**config.mk**
```make
export PLATFORM = sky130hd
export DESIGN_NAME = demux1x4_stream_flat
export DESIGN_NICKNAME = d
export VERILOG_FILES = /design/src/rtl/demux1x4_stream_if.sv /design/src/rtl/demux1x4_stream.sv /design/src/flat_wrapper.sv
export SDC_FILE = /design/constraint.sdc
export NUM_CORES = 1
export LEC_CHECK = 0
export CORE_ASPECT_RATIO = 1.75
export CORE_MARGIN = 3
export CORE_UTILIZATION = 40
export CTS_BUF_LIST = sky130_fd_sc_hd__clkbuf_2 sky130_fd_sc_hd__clkbuf_4 sky130_fd_sc_hd__clkbuf_8
export DETAILED_ROUTE_END_ITERATION = 8
export GPL_ROUTABILITY_DRIVEN = 1
export PLACE_DENSITY_LB_ADDON = 0.2
export SETUP_SLACK_MARGIN = 0.05
export SLEW_MARGIN = 40
export SYNTH_ARGS = -nofsm -noshare
export SYNTH_HDL_FRONTEND = slang
export SYNTH_SLANG_ARGS = --single-unit
```
**constraint.sdc**
```tcl
create_clock -name clk_i -period 1.8 [get_ports clk_i]
set_clock_uncertainty 0.15 [all_clocks]
set_input_delay 0.54 -clock clk_i [delete_from_list [all_inputs] [get_ports clk_i]]
set_output_delay 0.54 -clock clk_i [all_outputs]
set_load 0.01 [all_outputs]
```
**src/rtl/demux1x4_stream_if.sv**
```systemverilog
// Stream bundle for the 1-to-4 demultiplexer: one upstream word channel,
// four downstream channels and the per-channel debug counters.
interface demux1x4_stream_if #(
    parameter int DATA_W = 8,
    parameter int CNT_W  = 16
);
    logic                  valid_i;
    logic                  ready_o;
    logic [DATA_W-1:0]     data_i;
    logic [1:0]            sel_i;
    logic [3:0]            valid_o;
    logic [4*DATA_W-1:0]   data_o;
    logic [3:0]            ready_i;
    logic [4*CNT_W-1:0]    cnt_o;
    logic                  clr_cnt_i;

    modport slave (
        input  valid_i, data_i, sel_i, ready_i, clr_cnt_i,
        output ready_o, valid_o, data_o, cnt_o
    );

    modport master (
        output valid_i, data_i, sel_i, ready_i, clr_cnt_i,
        input  ready_o, valid_o, data_o, cnt_o
    );
endinterface

```
**src/rtl/demux1x4_stream.sv**
```systemverilog
// Registered 1-to-4 valid/ready demultiplexer. Each output channel owns a
// one-entry register, so a stall on one channel never blocks the others.
module demux1x4_stream #(
    parameter int DATA_W = 8,
    parameter int CNT_W  = 16
) (
    input  logic clk_i,
    input  logic rst_ni,
    demux1x4_stream_if.slave bus
);

    typedef enum logic {
        EMPTY = 1'b0,
        FULL  = 1'b1
    } chan_state_e;

    chan_state_e       state_q [4];
    chan_state_e       state_d [4];
    logic [DATA_W-1:0] data_q  [4];
    logic [DATA_W-1:0] data_d  [4];
    logic [CNT_W-1:0]  cnt_q   [4];
    logic [CNT_W-1:0]  cnt_d   [4];
    logic [3:0]        push;
    logic [3:0]        pop;
    logic              up_ready;

    // Upstream ready only looks at the selected channel; valid_i is kept out
    // of this path so the handshake cannot form a valid->ready loop.
    always_comb begin
        up_ready = (state_q[bus.sel_i] == EMPTY) || bus.ready_i[bus.sel_i];
        for (int k = 0; k < 4; k++) begin
            push[k] = bus.valid_i && up_ready && (bus.sel_i == 2'(k));
            pop[k]  = (state_q[k] == FULL) && bus.ready_i[k];
        end
    end

    // Per-channel EMPTY/FULL machine; a push overrides a pop so a channel
    // with a ready consumer sustains one word per cycle with no bubble.
    always_comb begin
        for (int k = 0; k < 4; k++) begin
            state_d[k] = state_q[k];
            data_d[k]  = data_q[k];
            cnt_d[k]   = cnt_q[k];

            unique case (state_q[k])
                EMPTY: begin
                    if (push[k]) begin
                        state_d[k] = FULL;
                        data_d[k]  = bus.data_i;
                    end
                end
                FULL: begin
                    if (push[k]) begin
                        data_d[k] = bus.data_i;
                    end else if (pop[k]) begin
                        state_d[k] = EMPTY;
                    end
                end
                default: state_d[k] = EMPTY;
            endcase

            if (bus.clr_cnt_i) begin
                cnt_d[k] = '0;
            end else if (push[k]) begin
                cnt_d[k] = cnt_q[k] + CNT_W'(1);
            end
        end
    end

    always_ff @(posedge clk_i or negedge rst_ni) begin
        if (!rst_ni) begin
            for (int k = 0; k < 4; k++) begin
                state_q[k] <= EMPTY;
                data_q[k]  <= '0;
                cnt_q[k]   <= '0;
            end
        end else begin
            for (int k = 0; k < 4; k++) begin
                state_q[k] <= state_d[k];
                data_q[k]  <= data_d[k];
                cnt_q[k]   <= cnt_d[k];
            end
        end
    end

    always_comb begin
        bus.ready_o = up_ready;
        bus.valid_o = '0;
        bus.data_o  = '0;
        bus.cnt_o   = '0;
        for (int k = 0; k < 4; k++) begin
            bus.valid_o[k]                   = (state_q[k] == FULL);
            bus.data_o[k*DATA_W +: DATA_W]   = data_q[k];
            bus.cnt_o[k*CNT_W +: CNT_W]      = cnt_q[k];
        end
    end

endmodule

```
**src/flat_wrapper.sv**
```systemverilog
// flat-port wrapper written by rule: the top's interface ports become plain ports
module demux1x4_stream_flat 
#(
    parameter int DATA_W = 8,
    parameter int CNT_W  = 16
)
  (clk_i, rst_ni, bus_valid_i, bus_data_i, bus_sel_i, bus_ready_i, bus_clr_cnt_i, bus_ready_o, bus_valid_o, bus_data_o, bus_cnt_o);
  demux1x4_stream_if #(.DATA_W(DATA_W), .CNT_W(CNT_W)) bus_i ();
  input  logic clk_i;
  input  logic rst_ni;
  input wire logic [$bits(bus_i.valid_i)-1:0] bus_valid_i;
  input wire logic [$bits(bus_i.data_i)-1:0] bus_data_i;
  input wire logic [$bits(bus_i.sel_i)-1:0] bus_sel_i;
  input wire logic [$bits(bus_i.ready_i)-1:0] bus_ready_i;
  input wire logic [$bits(bus_i.clr_cnt_i)-1:0] bus_clr_cnt_i;
  output wire logic [$bits(bus_i.ready_o)-1:0] bus_ready_o;
  output wire logic [$bits(bus_i.valid_o)-1:0] bus_valid_o;
  output wire logic [$bits(bus_i.data_o)-1:0] bus_data_o;
  output wire logic [$bits(bus_i.cnt_o)-1:0] bus_cnt_o;
  assign bus_i.valid_i = bus_valid_i;
  assign bus_i.data_i = bus_data_i;
  assign bus_i.sel_i = bus_sel_i;
  assign bus_i.ready_i = bus_ready_i;
  assign bus_i.clr_cnt_i = bus_clr_cnt_i;
  assign bus_ready_o = bus_i.ready_o;
  assign bus_valid_o = bus_i.valid_o;
  assign bus_data_o = bus_i.data_o;
  assign bus_cnt_o = bus_i.cnt_o;
  demux1x4_stream #(.DATA_W(DATA_W), .CNT_W(CNT_W)) u_core (.clk_i(clk_i), .rst_ni(rst_ni), .bus(bus_i));
endmodule
```
==> flow_summary.json, run 1 <==
{
  "num_vias": 4668,
  "cts_buffers": 9,
  "p_clk_share_pct": 28.3,
  "seq_area_sq_mm": 0.00251,
  "worstPathMaxFanout": 2,
  "final_nets": 730,
  "die_area_sq_mm": 0.0131,
  "yosys.cell_count.top_type": "dfrtp_1",
  "finalHoldViolations": 0,
  "synthArstFlopShare_pct": 100,
  "die_h_um": 149,
  "max_freq_ghz": 0.463,
  "grt_pass1_wl_mm": 23.9,
  "wirelength_mm": 15.5,
  "synth-seq-cells": 100,
  "synthSimpleGateAreaFrac_pct": 21.3,
  "syn_nets": 455,
  "detail_route.iter0.violations": 154,
  "synth_xor_area_share_pct": 4.47,
  "synth_compound_area_share_pct": 9.27,
  "worst-endpoint-arrival_ps": 1470,
  "avgSynthCellArea_sq_um": 10.9,
  "cts_tree": "built",
  "synth-edff-count": 0,
  "numPortBuffers": 118,
  "drive_gt1_share_pct": 50.2,
  "fin_total_pwr_mw": 4.87,
  "ir_worst_vdd_uv": 579,
  "area.growth.synth_to_final_pct": 74.4,
  "multiInputGateArea_sq_mm": 0.00279,
  "overflow": 0,
  "p_sw_share_pct": 27.7,
  "via_per_inst": 5.52,
  "finalCriticalPeriod_ps": 2160,
  "status": "finished, violations left",
  "grt_max_degree": 58,
  "coreArea_sq_mm": 0.0113,
  "leakage_nw": 3.61,
  "post_dp_cell_area_sq_mm": 0.00671,
  "tightest_slew_ps": 319,
  "internal-power_mw": 3.52,
  "synthAdderAreaFrac_pct": 1.06,
  "required_ps": 1110,
  "yosys-top-cells-count": "100 x dfrtp_1, 38 x a21oi_1, 32 x mux2_2, 28 x nor2_1, 26 x nand2_1",
  "die_w_um": 87.9,
  "synth-main-ff-cell": "dfrtp_1",
  "rsz0062_at_grt": "yes",
  "path_clk_slew_ps": 100,
  "setup_viol": 34,
  "switchingPower_mw": 1.35,
  "synth_top_cell_by_area": "dfrtp_1",
  "yosysSeqAreaShare_pct": 53.2,
  "maxSlewViolCount": 0,
  "post-route-util_pct": 72.6,
  "start_util_pct": 41.6,
  "rr_worst_depth": 7,
  "firstDrtPassIters": 4,
  "power_density_mw_per_mm2": 594,
  "grt_pass1_vias": 4888,
  "insertion_delay_ps": 360,
  "synth.area.mux_share_pct": 8.60,
  "antenna_cells": 0,
  "root_buffer": "clkbuf_8",
  "clock-sinks": 100,
  "dp_cells": 747,
  "yosys_warnings": 0,
  "rows": 51,
  "relSlewSlack_pct": 78.6,
  "synth_cell_types": 37,
  "fin_setup_tns_ps": -4340,
  "netlist_area_sq_mm": 0.00470,
  "syn-instance-count": 433,
  "grtUsageTotal_pct": 23.1,
  "layoutNonFillerInstCount": 845,
  "clock_path_buffers": 2,
  "reg2reg_from": "u_core.bus.valid_o[3]$_DFF_PN0_",
  "gp_congestion": 0.845,
  "crit_end": "bus_ready_o",
  "wl_per_cell_um": 18.4,
  "violations": "setup timing",
  "antenna_left": 0,
  "rr_endpoint": "u_core.bus.cnt_o[61]$_DFFE_PN0P_",
  "postLayoutCellArea_sq_mm": 0.00820,
  "htree_levels": 3,
  "cp-startpoint": "u_core.bus.valid_o[3]$_DFF_PN0_",
  "p_comb_share_pct": 20.2,
  "maxCapViolCount": 0,
  "synth_top_area_share_pct": 53.2,
  "dp_hpwl_mm": 9.65,
  "end_kind": "output pin",
  "seq_power_share_pct": 51.5,
  "worstHoldPathType": "flop to flop",
  "synth_top_family_by_area": "simple AND/OR/NAND/NOR gates",
  "antenna_found_initial": 0,
  "drcViolationCount": 0,
  "crit_type": "flop to output pin",
  "rrSetupSlack_ps": -330,
  "ios": 119,
  "ys_top_cells_by_area": "dfrtp_1 53%, mux2_2 7.7%, a21oi_1 4.0%, o31ai_1 3.8%, or4_1 3.8%",
  "startpoint_type": "flop",
  "fin_ws_ps": -358,
  "period_share_pct": 120,
  "fill_cells": 772
}
## power groups by stage
stage,clock network [mW],registers [mW],logic [mW]
2_1_floorplan,0,2.62,0.238
3_3_place_gp,0,2.54,0.885
3_5_place_dp,0,2.55,0.896
4_1_cts,1.41,2.50,0.909
5_1_grt,1.50,2.52,1.05
6_report,1.38,2.51,0.982
## registers in the layout (all words and copies together), names as in the netlist
name	count
u_core.bus.data_o	32
u_core.bus.cnt_o	64
u_core.bus.valid_o	4
## worst min path at each step
stage / from / endpoint / slack (ps) / depth (start not counted)
floorplan: rst_ni / u_core.bus.cnt_o[0]$_DFFE_PN0P_ / 90 / 0
global placement: u_core.bus.data_o[6]$_DFFE_PN0P_ / u_core.bus.data_o[6]$_DFFE_PN0P_ / 340 / 1
detailed placement: u_core.bus.data_o[27]$_DFFE_PN0P_ / u_core.bus.data_o[27]$_DFFE_PN0P_ / 350 / 1
CTS: u_core.bus.data_o[29]$_DFFE_PN0P_ / u_core.bus.data_o[29]$_DFFE_PN0P_ / 360 / 1
global route: u_core.bus.data_o[3]$_DFFE_PN0P_ / u_core.bus.data_o[3]$_DFFE_PN0P_ / 390 / 1
finish: u_core.bus.data_o[3]$_DFFE_PN0P_ / u_core.bus.data_o[3]$_DFFE_PN0P_ / 370 / 1
## what timing repair did
item,in CTS,in global routing
hold buffers,1,0
cloned,4,2
endpoints found under the setup margin,198,135
gates resized for setup,311,157
endpoints found under the hold margin,1,0
setup buffers,61,21
pin swaps,25,30
## per-stage QoR
stage,setup WS (ps),hold slack (ps)
after global routing,-391,386
after CTS,-361,361
after floorplan,-331,94.4
after global placement,-1010,339
final,-358,368
after detailed placement,-1020,345
## cell type report
cell class                 count  area share (%)
sequential                   100            30.6
clock buffer                  10            1.68
clock inverter                 6           0.595
inverter                       4           0.183
multi-input combinational    312            34.0
tap                          132            2.01
timing repair buffer         281            31.0
## logic make-up (layout without fill, tap and decap cells)
group	count (synthesis)	in the layout
mux	35	35
compound gates	75	75
flops	100	100
buf+inv	22	301
xor+xnor	24	24
fa+ha+maj	4	4
simple gates	173	174
## per-layer routing
metal	GRT usage, %	up-vias	wire length (um)
li1	-	2144	-
met1	24.7	2354	5480
met2	43.7	140	8880
met3	4.86	30	769
met4	7.30	0	380
met5	0	-	0
## worst max-delay path: stages, from the launching register on
cell      delay [ps]
dfrtp_1          410
nand2b_4          70
mux4_2           480
buf_6            140
## layout by cell type (no fill, tap or decap), types with 4 or more instances in the layout
master	Yosys	routed
nor4_4	0	6
clkdlybuf4s50_1	0	8
o31ai_2	0	10
o21ai_0	13	11
or4_1	24	8
xor2_1	11	11
nand3_1	24	18
a21oi_1	38	15
dfrtp_1	100	97
nand2b_4	0	4
buf_12	0	6
clkbuf_2	0	13
nand3_4	0	5
and4_4	0	4
buf_4	0	118
xnor2_1	13	12
inv_1	4	4
or3_1	15	7
nand4_1	12	12
o31ai_1	24	13
buf_6	1	49
nand2_1	26	23
clkbuf_8	0	10
clkdlybuf4s15_1	0	68
or3_4	0	8
buf_2	5	13
nor2b_4	0	6
mux2_4	0	17
nor2_1	28	26
a21oi_2	0	23
or4_4	0	16
mux2_2	32	16
No activity file was read; power rests on OpenSTA's default activity.
==> inputs of run 2 (changes only) <==
- CORE_UTILIZATION: 40 -> 46
- CTS_CLUSTER_DIAMETER: default -> 120
==> flow_summary.json, run 2 (synthesis results as in run 1) <==
{
  "status": "finished, violations left",
  "violations": "setup timing",
  "worst-endpoint-arrival_ps": 1520,
  "drive_gt1_share_pct": 51.0,
  "post-route-util_pct": 82.1,
  "switchingPower_mw": 1.41,
  "maxSlewViolCount": 0,
  "fin_ws_ps": -410,
  "insertion_delay_ps": 380,
  "clock_path_buffers": 2,
  "gp_congestion": 0.864,
  "final_nets": 737,
  "setup_viol": 53,
  "p_comb_share_pct": 19.8,
  "coreArea_sq_mm": 0.00991,
  "crit_type": "input port to output pin",
  "rrSetupSlack_ps": -380,
  "p_clk_share_pct": 29.2,
  "leakage_nw": 3.64,
  "antenna_cells": 0,
  "relSlewSlack_pct": 75.9,
  "ios": 119,
  "rows": 48,
  "ir_worst_vdd_uv": 786,
  "antenna_left": 0,
  "dr_wl_met3_um": 858,
  "power_density_mw_per_mm2": 604,
  "top_layer": "met4",
  "fin_total_pwr_mw": 4.92,
  "htree_levels": 3,
  "internal-power_mw": 3.51,
  "wirelength_mm": 16.5,
  "wl_per_cell_um": 19.5,
  "worstPathMaxFanout": 2,
  "seq_power_share_pct": 51.1,
  "cts_buffers": 9,
  "worstHoldPathType": "input port to asynchronous set/reset pin",
  "die_area_sq_mm": 0.0115,
  "die_h_um": 140,
  "clock-sinks": 100,
  "max_freq_ghz": 0.452,
  "firstDrtPassIters": 8,
  "crit_path_top_delay_cell": "mux4_2",
  "path_clk_slew_ps": 120,
  "num_vias": 4813,
  "area.growth.synth_to_final_pct": 73.2,
  "finalCriticalPeriod_ps": 2210,
  "maxCapViolCount": 0,
  "detail_route.iter0.violations": 214,
  "grt_pass1_vias": 4875,
  "via_per_inst": 5.70,
  "wl_met1_mm": 5.94,
  "grtUsageTotal_pct": 26.8,
  "fin_setup_tns_ps": -8370,
  "mostFrequentLayoutCell": "buf_4",
  "grt_pass1_wl_mm": 24.1,
  "grt_max_degree": 51,
  "rsz0062_at_grt": "yes",
  "root_buffer": "clkbuf_8",
  "die_w_um": 82.4,
  "postLayoutCellArea_sq_mm": 0.00814,
  "drcViolationCount": 0,
  "cp_cell_sequence": "clkdlybuf4s15_2 > nand2b_4 > mux4_2 > buf_6",
  "p_sw_share_pct": 28.7,
  "fill_cells": 556,
  "overflow": 0,
  "dp_hpwl_mm": 9.17,
  "startpoint_type": "input port",
  "antenna_found_initial": 0,
  "finalHoldViolations": 0,
  "post_dp_cell_area_sq_mm": 0.00673,
  "wl_met2_mm": 9.21,
  "mostFrequentLayoutCells": "126 x buf_4, 98 x dfrtp_1, 55 x clkdlybuf4s15_1",
  "cts_tree": "built",
  "period_share_pct": 123,
  "required_ps": 1110,
  "start_util_pct": 47.4,
  "max_stage_delay_ps": 470,
  "tightest_slew_ps": 359,
  "numPortBuffers": 118,
  "end_kind": "output pin",
  "largest_register_ffs": 64
}
run 2: changes by cell type in the layout (fill, tap and decap cells not counted), sizes merged:
cell and change:
buf +11, clkdlybuf4s15 -10, clkbuf +8, inv +4, dlygate4sd2 -3, clkinvlp -2
clkinv -1
run 2: metal layers:
metal	GRT usage [%]	up-vias
met1	30.2	2426
met3	5.83	39
li1	-	2165
met5	0	-
met2	47.1	183
met4	11.2	0
run 2: area by class of cell:
class / instances / area (sq um) / share of cell area (%)
multi-input cells: 312 / 2690 / 33.0
repair buffers: 288 / 2590 / 31.8
flip-flops and latches: 100 / 2500 / 30.8
well taps: 125 / 156 / 1.92
clock buffers: 9 / 124 / 1.52
clock inverters: 7 / 65.1 / 0.799
inverters: 4 / 15.0 / 0.184
run 2: stage by stage:
step                hold WS (ps)  setup WS (ps)  std cells
finish                       328           -410        845
global route                 324           -439        845
CTS                          322           -385        829
detailed placement           196          -1050        741
global placement             195          -1030        741
floorplan                   94.4           -331        433
run 2: final timing paths:
check / start / endpoint / cells after the start
worst min register to register: u_core.bus.data_o[4]$_DFFE_PN0P_ / u_core.bus.data_o[4]$_DFFE_PN0P_ / 1
min in group clk_i: u_core.bus.data_o[4]$_DFFE_PN0P_ / u_core.bus.data_o[4]$_DFFE_PN0P_ / 1
max in group asynchronous: rst_ni / u_core.bus.cnt_o[4]$_DFFE_PN0P_ / 3
worst min-delay path: rst_ni / u_core.bus.cnt_o[31]$_DFFE_PN0P_ / 2
worst max-delay path: bus_ready_i[2] / bus_ready_o / 4
worst max register to register: u_core.bus.valid_o[1]$_DFF_PN0_ / u_core.bus.cnt_o[28]$_DFFE_PN0P_ / 8
run 2: worst max-delay path, delay by kind of cell:
kind                   cells  cell delay, ps
muxes                      1             470
buffers and inverters      2             360
and+or+nand+nor            1             150
run 2: repair_timing:
item / 4_1_cts / 5_1_grt
pin swaps: 34 / 19
setup endpoints to repair: 197 / 116
gates resized for setup: 345 / 130
hold endpoints to repair: 1 / 0
hold buffers: 1 / 0
setup buffers: 68 / 18
cloned: 3 / 2
run 2: power by group through the flow:
stage               Sequential, mW  Clock [mW]  Combinational, mW
floorplan                     2.62           0              0.238
global placement              2.54           0              0.877
detailed placement            2.55           0              0.891
CTS                           2.51        1.48              0.913
global route                  2.53        1.55               1.04
finish                        2.51        1.43              0.971
